**src/rtl/up_down_count_decoder.sv**
```systemverilog
// Monitor/decoder for an up/down counter's count bus: classifies each sample as hold, step, wrap or illegal jump
// and extends the count into a wider position. Optional build macro: STICKY_ERR_EN (err latches until reset).
module up_down_count_decoder #(
  parameter int WIDTH     = 4,
  parameter int EXT_WIDTH = 8
) (
  input  logic                 clk,
  input  logic                 reset,
  input  logic [WIDTH-1:0]     in_count,
  output logic                 dir,
  output logic                 step,
  output logic                 dir_change,
  output logic                 wrap_up,
  output logic                 wrap_down,
  output logic                 err,
  output logic [EXT_WIDTH-1:0] pos
);

  generate
    if (WIDTH < 2 || WIDTH > 8) begin : g_bad_width
      $error("up_down_count_decoder: WIDTH must be in 2..8");
    end
    if (EXT_WIDTH <= WIDTH) begin : g_bad_ext_width
      $error("up_down_count_decoder: EXT_WIDTH must exceed WIDTH");
    end
  endgenerate

  typedef enum logic [2:0] {
    SYNC,
    HOLD,
    UP,
    DOWN,
    ERR
  } state_t;

  localparam logic [WIDTH-1:0] ALL_ONES = '1;
  localparam logic [WIDTH-1:0] ALL_ZERO = '0;
  localparam logic [WIDTH-1:0] ONE      = WIDTH'(1);

  state_t                 state, state_nxt;
  logic [WIDTH-1:0]       prev, prev_nxt;
  logic [WIDTH-1:0]       delta;
  logic [EXT_WIDTH-1:0]   pos_nxt;
  logic                   dir_nxt;
  logic                   step_nxt;
  logic                   dir_change_nxt;
  logic                   wrap_up_nxt;
  logic                   wrap_down_nxt;
  logic                   err_nxt;

  assign delta = in_count - prev;

  always_ff @(posedge clk or posedge reset) begin
    if (reset) begin
      state      <= SYNC;
      prev       <= '0;
      pos        <= '0;
      dir        <= 1'b1;
      step       <= 1'b0;
      dir_change <= 1'b0;
      wrap_up    <= 1'b0;
      wrap_down  <= 1'b0;
      err        <= 1'b0;
    end else begin
      state      <= state_nxt;
      prev       <= prev_nxt;
      pos        <= pos_nxt;
      dir        <= dir_nxt;
      step       <= step_nxt;
      dir_change <= dir_change_nxt;
      wrap_up    <= wrap_up_nxt;
      wrap_down  <= wrap_down_nxt;
      err        <= err_nxt;
    end
  end

  // Every non-SYNC state decodes identically; state only remembers the last classification.
  always_comb begin
    state_nxt      = state;
    prev_nxt       = in_count;
    pos_nxt        = pos;
    dir_nxt        = dir;
    step_nxt       = 1'b0;
    dir_change_nxt = 1'b0;
    wrap_up_nxt    = 1'b0;
    wrap_down_nxt  = 1'b0;
`ifdef STICKY_ERR_EN
    err_nxt        = err;
`else
    err_nxt        = 1'b0;
`endif

    if (state == SYNC) begin
      pos_nxt   = {{(EXT_WIDTH-WIDTH){1'b0}}, in_count};
      state_nxt = HOLD;
    end else if (delta == ALL_ZERO) begin
      state_nxt = HOLD;
    end else if (delta == ONE) begin
      state_nxt      = UP;
      step_nxt       = 1'b1;
      pos_nxt        = pos + EXT_WIDTH'(1);
      dir_nxt        = 1'b1;
      dir_change_nxt = ~dir;
      wrap_up_nxt    = (prev == ALL_ONES);
    end else if (delta == ALL_ONES) begin
      state_nxt      = DOWN;
      step_nxt       = 1'b1;
      pos_nxt        = pos - EXT_WIDTH'(1);
      dir_nxt        = 1'b0;
      dir_change_nxt = dir;
      wrap_down_nxt  = (prev == ALL_ZERO);
    end else begin
      // Illegal jump: resynchronise the low bits to the bus, keep the extension bits.
      state_nxt = ERR;
      err_nxt   = 1'b1;
      pos_nxt   = {pos[EXT_WIDTH-1:WIDTH], in_count};
    end
  end

endmodule

```
**config.mk**
```make
export PLATFORM = sky130hd
export DESIGN_NAME = up_down_count_decoder
export DESIGN_NICKNAME = d
export VERILOG_FILES = /design/src/rtl/up_down_count_decoder.sv
export SDC_FILE = /design/constraint.sdc
export NUM_CORES = 1
export LEC_CHECK = 0
export ABC_AREA = 1
export CORE_MARGIN = 10
export CORE_UTILIZATION = 34
export CTS_CLUSTER_DIAMETER = 30
export DETAILED_ROUTE_END_ITERATION = 6
export SKIP_LAST_GASP = 1
export SLEW_MARGIN = 20
export SYNTH_ARGS = -nofsm -noshare
export SYNTH_HDL_FRONTEND = slang
export SYNTH_SLANG_ARGS = --single-unit
```
**constraint.sdc**
```tcl
create_clock -name clk -period 3.1 [get_ports clk]
set_input_delay 0.62 -clock clk [delete_from_list [all_inputs] [get_ports clk]]
set_output_delay 0.62 -clock clk [all_outputs]
set_load 0.01 [all_outputs]
```
==> results.md <==
Run status:
- The flow ran to the end, and the final reports show no timing, DRC or antenna violations.

Routing:
- The detailed router finished its first iteration with 106 violations.
- For this run, design rule violations remaining after detail routing come to 0.
- The count of nets left with antenna violations after detail routing is 0.
- After detailed routing, the number of vias per cell comes to 4.73.
- The number of iterations in the first detailed-routing pass is 4.
- The total vias in the final route is 1202.
- In the final routed layout, each cell accounts on average for 12.4 um.
- The total wirelength of the detailed-routed design is 3140 um.

Power and ir drop:
- VDD sags by at most 0.000341 V.
- The power density over cell area is 714 nW/um2.
- Internal power comes to 0.000716 W.
- The leakage power is 0.825 nW.
- Overall power consumption after layout is estimated at 0.00118 W.
- The fraction of power spent switching nets is 39.3%.
- The share of total power dissipated in sequential elements is 34.1%.
- The combinational group share of total power is 43.3%.
- The clock network burns 22.6% of the power.
- For this design the total switching power over the nets is 0.000463 W.

Die:
- The floorplan has 22 rows.
- The placeable core region is 3740 um2.
- The I/O pin count is 20.
- The floorplan die height is 82.8 um.
- The starting density of the core is 35.8%.
- The area enclosed by the die boundary is 6850 um2.
- Measured along the x axis, the die boundary spans 82.8 um.

Synth:
- The average footprint of a synthesized cell is 7.28 um2.
- The count of flip-flops with a built-in enable after synthesis is 0.
- After synthesis the netlist holds a flip-flop and latch count of 20.
- The cell accounting for the most synthesized area is dfrtp_1.
- The post-synth net total is 196.
- After synthesis, the largest area contributor takes up 35.5% of total cell area.
- The most frequently used flop master after synthesis is dfrtp_1.
- In this run, distinct cell masters in the synthesized netlist total 26.
- The synthesized instance count is 184.
- Sequential elements use 37.4% of the synthesized area.
- The share of flip-flops with an asynchronous set or reset after synthesis is 100%.
- By area the synthesized netlist is led by dfrtp_1 (35%), nand2_1 (12%), inv_1 (8.1%), nor2_1 (7.0%), nand3_1 (5.6%).
- The number of synthesis warnings is 0.
- The mapped netlist covers 1340 um2.

Final layout:
- The final net count is 219.
- The area growth from synthesis to layout is 23.2%.
- The antenna diode instance count is 0.
- The post-route netlist has 9.22% of its cells at a drive strength greater than 1.
- The share of the core filled with cells is 44.1%.
- The final non-filler cell area is 1650 um2.

Hold path:
- The tightest min-delay check is of the reg2reg type.

Clock network:
- The clock-pin slew reported for the worst setup and hold paths after clock tree synthesis is 0.08 ns.
- After clock tree synthesis, the flow added hold-fix buffers numbering 0.
- Clock tree synthesis found a total of 20 sinks.
- In this run the deepest clock path goes through 2 buffers.
- The TritonCTS buffer count is 3.
- The later-pin clock latency in the skew report is 0.26 ns.
- TritonCTS built the clock tree.
- The post-CTS repair timing setup buffer count is 0.
- The cell chosen for the clock root is clkbuf_8.
- In this run the number of H-tree levels came out at 1.
- After clock tree synthesis, the repair step resized 0 gates.

Global route:
- The number of global-route vias before repair came to 1230.
- Global routing used 10.2% of the available tracks.
- The first global-routing pass estimated 5570 um of wire.
- The number of antenna violations at the first check in global routing is 0.
- The pin count of the biggest net entering global routing is 21.
- The total congestion overflow is 0.

STA:
- Summed over all failing endpoints, the final setup total negative slack is 0 ns.
- The hold violation count in the final report is 0.
- The total count of max-transition violations in the final report is 0.
- The setup clock skew after layout is 0.00757 ns.
- Setup repair after global routing left no endpoint under its margin.
- The maximum clock rate is 0.369 GHz.
- The final period demand of the worst path is 2.71 ns.
- The count of final setup violators is 0.
- Measured against its own limit, the worst slew margin works out to 49.7%.
- For the pin with the worst max-slew slack, the measured transition is 0.754 ns.
- The final critical-path share of the clock period is 87.3%.

Critical path:
- The kind of launch point of the worst setup path is a primary input.
- The critical path is of the in2reg type.
- The kind of end point of the critical path is a flip-flop.
- The data required time of the worst path is 3.31 ns.
- Data on the critical path arrives at its endpoint at 2.92 ns.
- Of all nets on the critical path, the largest fanout is 11.

Job:
- The tool flagged a number of max-cap violations equal to 0.

Placed design:
- The HPWL after detailed placement is 2440 um.
- In this run the tool buffered the top-level ports with 19 buffer cells.
- After detailed placement, the total cell area comes to 1580 um2.
- The last weighted congestion value of the routability-driven placer is 0.862.
layout make-up:
cell class	instances	area (um2)
sequential	20	502
multi-input combinational	131	697
clock buffer	3	41.3
fill	395	2090
clock inverter	1	30.0
inverter	29	109
timing repair buffer	22	213
tap	48	60.1
worst max-delay path, cell delays in order:
cell and delay (ns):
clkdlybuf4s50_1 0.47, inv_1 0.06, ha_1 0.22, fa_1 0.47
or2_1 0.24, nor2_2 0.17, nand2_2 0.19, nand2_2 0.18
nand2_2 0.09, nand2_1 0.08, nand3_1 0.06, nand2_1 0.07
power by group through the flow:
| stage | Sequential [W] | Clock, W | Combinational, W |
|---|---|---|---|
| 2_1_floorplan | 0.000404 | 0 | 0.000329 |
| 3_3_place_gp | 0.000408 | 0 | 0.000518 |
| 3_5_place_dp | 0.000407 | 0 | 0.000516 |
| 4_1_cts | 0.000402 | 0.000276 | 0.000518 |
| 5_1_grt | 0.000419 | 0.000285 | 0.000587 |
| 6_report | 0.000402 | 0.000266 | 0.000510 |
routing by layer:
| layer | global-route usage, % | wire length, um | share of wire (%) | vias to the layer above |
|---|---|---|---|---|
| met5 | 0 | 0 | 0 | - |
| met4 | 5.18 | 66 | 2.1 | 0 |
| met3 | 1.94 | 207 | 6.6 | 6 |
| met2 | 16.0 | 1360 | 43 | 29 |
| met1 | 13.1 | 1500 | 48 | 543 |
| li1 | - | - | - | 624 |
cell usage after synthesis, drive strengths merged (2+ instances only):
library cell / number
o21ai: 9
buf: 4
o211ai: 2
dfrtp: 19
nor2: 28
xnor2: 2
xor2: 6
nor3: 3
inv: 29
a21oi: 4
nand2: 47
ha: 5
nand4: 6
nand3: 16
registers in the layout, summed over array words and instances, names as in the netlist:
| name | cells |
|---|---|
| prev | 4 |
| dir | 1 |
| err | 1 |
| wrap_down | 1 |
| state | 2 |
| wrap_up | 1 |
| step | 1 |
| pos | 8 |
| dir_change | 1 |
final timing paths:
kind	startpoint	endpoint	slack, ns	cells past startpoint
setup / recovery	in_count[0]	pos[0]	0.39	12
hold / removal	dir	dir	0.51	2
setup reg to reg	prev[0]	pos[0]	0.88	10
hold reg to reg	dir	dir	0.51	2
max in group asynchronous	reset	pos[1]	1.84	2
min in group asynchronous	reset	pos[6]	0.78	2
cell usage in the layout, fill, tap and decap left out:
cell / netlist / routed
a21oi_1: 3 / 3
a21oi_2: 1 / 1
buf_4: 0 / 3
bufinv_16: 0 / 1
clkbuf_8: 0 / 3
clkdlybuf4s50_1: 0 / 19
dfrtp_1: 19 / 19
dfstp_2: 1 / 1
fa_1: 1 / 1
ha_1: 5 / 5
inv_1: 29 / 29
nand2_1: 42 / 42
nand2_2: 5 / 5
nand3_1: 15 / 15
nand3_2: 1 / 1
nand4_1: 6 / 6
nor2_1: 25 / 25
nor2_2: 2 / 2
nor2_4: 1 / 1
nor3_1: 3 / 3
o211ai_1: 2 / 2
o21ai_0: 3 / 3
o21ai_1: 5 / 5
o21ai_2: 1 / 1
o22ai_1: 1 / 1
or2_1: 1 / 1
xnor2_1: 2 / 2
xor2_1: 6 / 6
logic make-up after synthesis:
family	Yosys count	share of synthesized area, %
xor+xnor	8	5.23
buf+inv	33	10.6
fa+ha+maj	6	6.16
simple gates	101	33.6
flops	20	37.4
compound gates	16	7.00
through the flow:
| stage | hold slack (ns) | setup slack, ns | std cells |
|---|---|---|---|
| after floorplan | 0.499 | 0.873 | 184 |
| after global placement | 0.499 | 0.188 | 250 |
| after detailed placement | 0.506 | 0.118 | 250 |
| after CTS | 0.520 | 0.389 | 254 |
| after global routing | 0.549 | 0.189 | 254 |
| final | 0.513 | 0.393 | 254 |
Note: power is estimated with default switching activity, not from simulation.
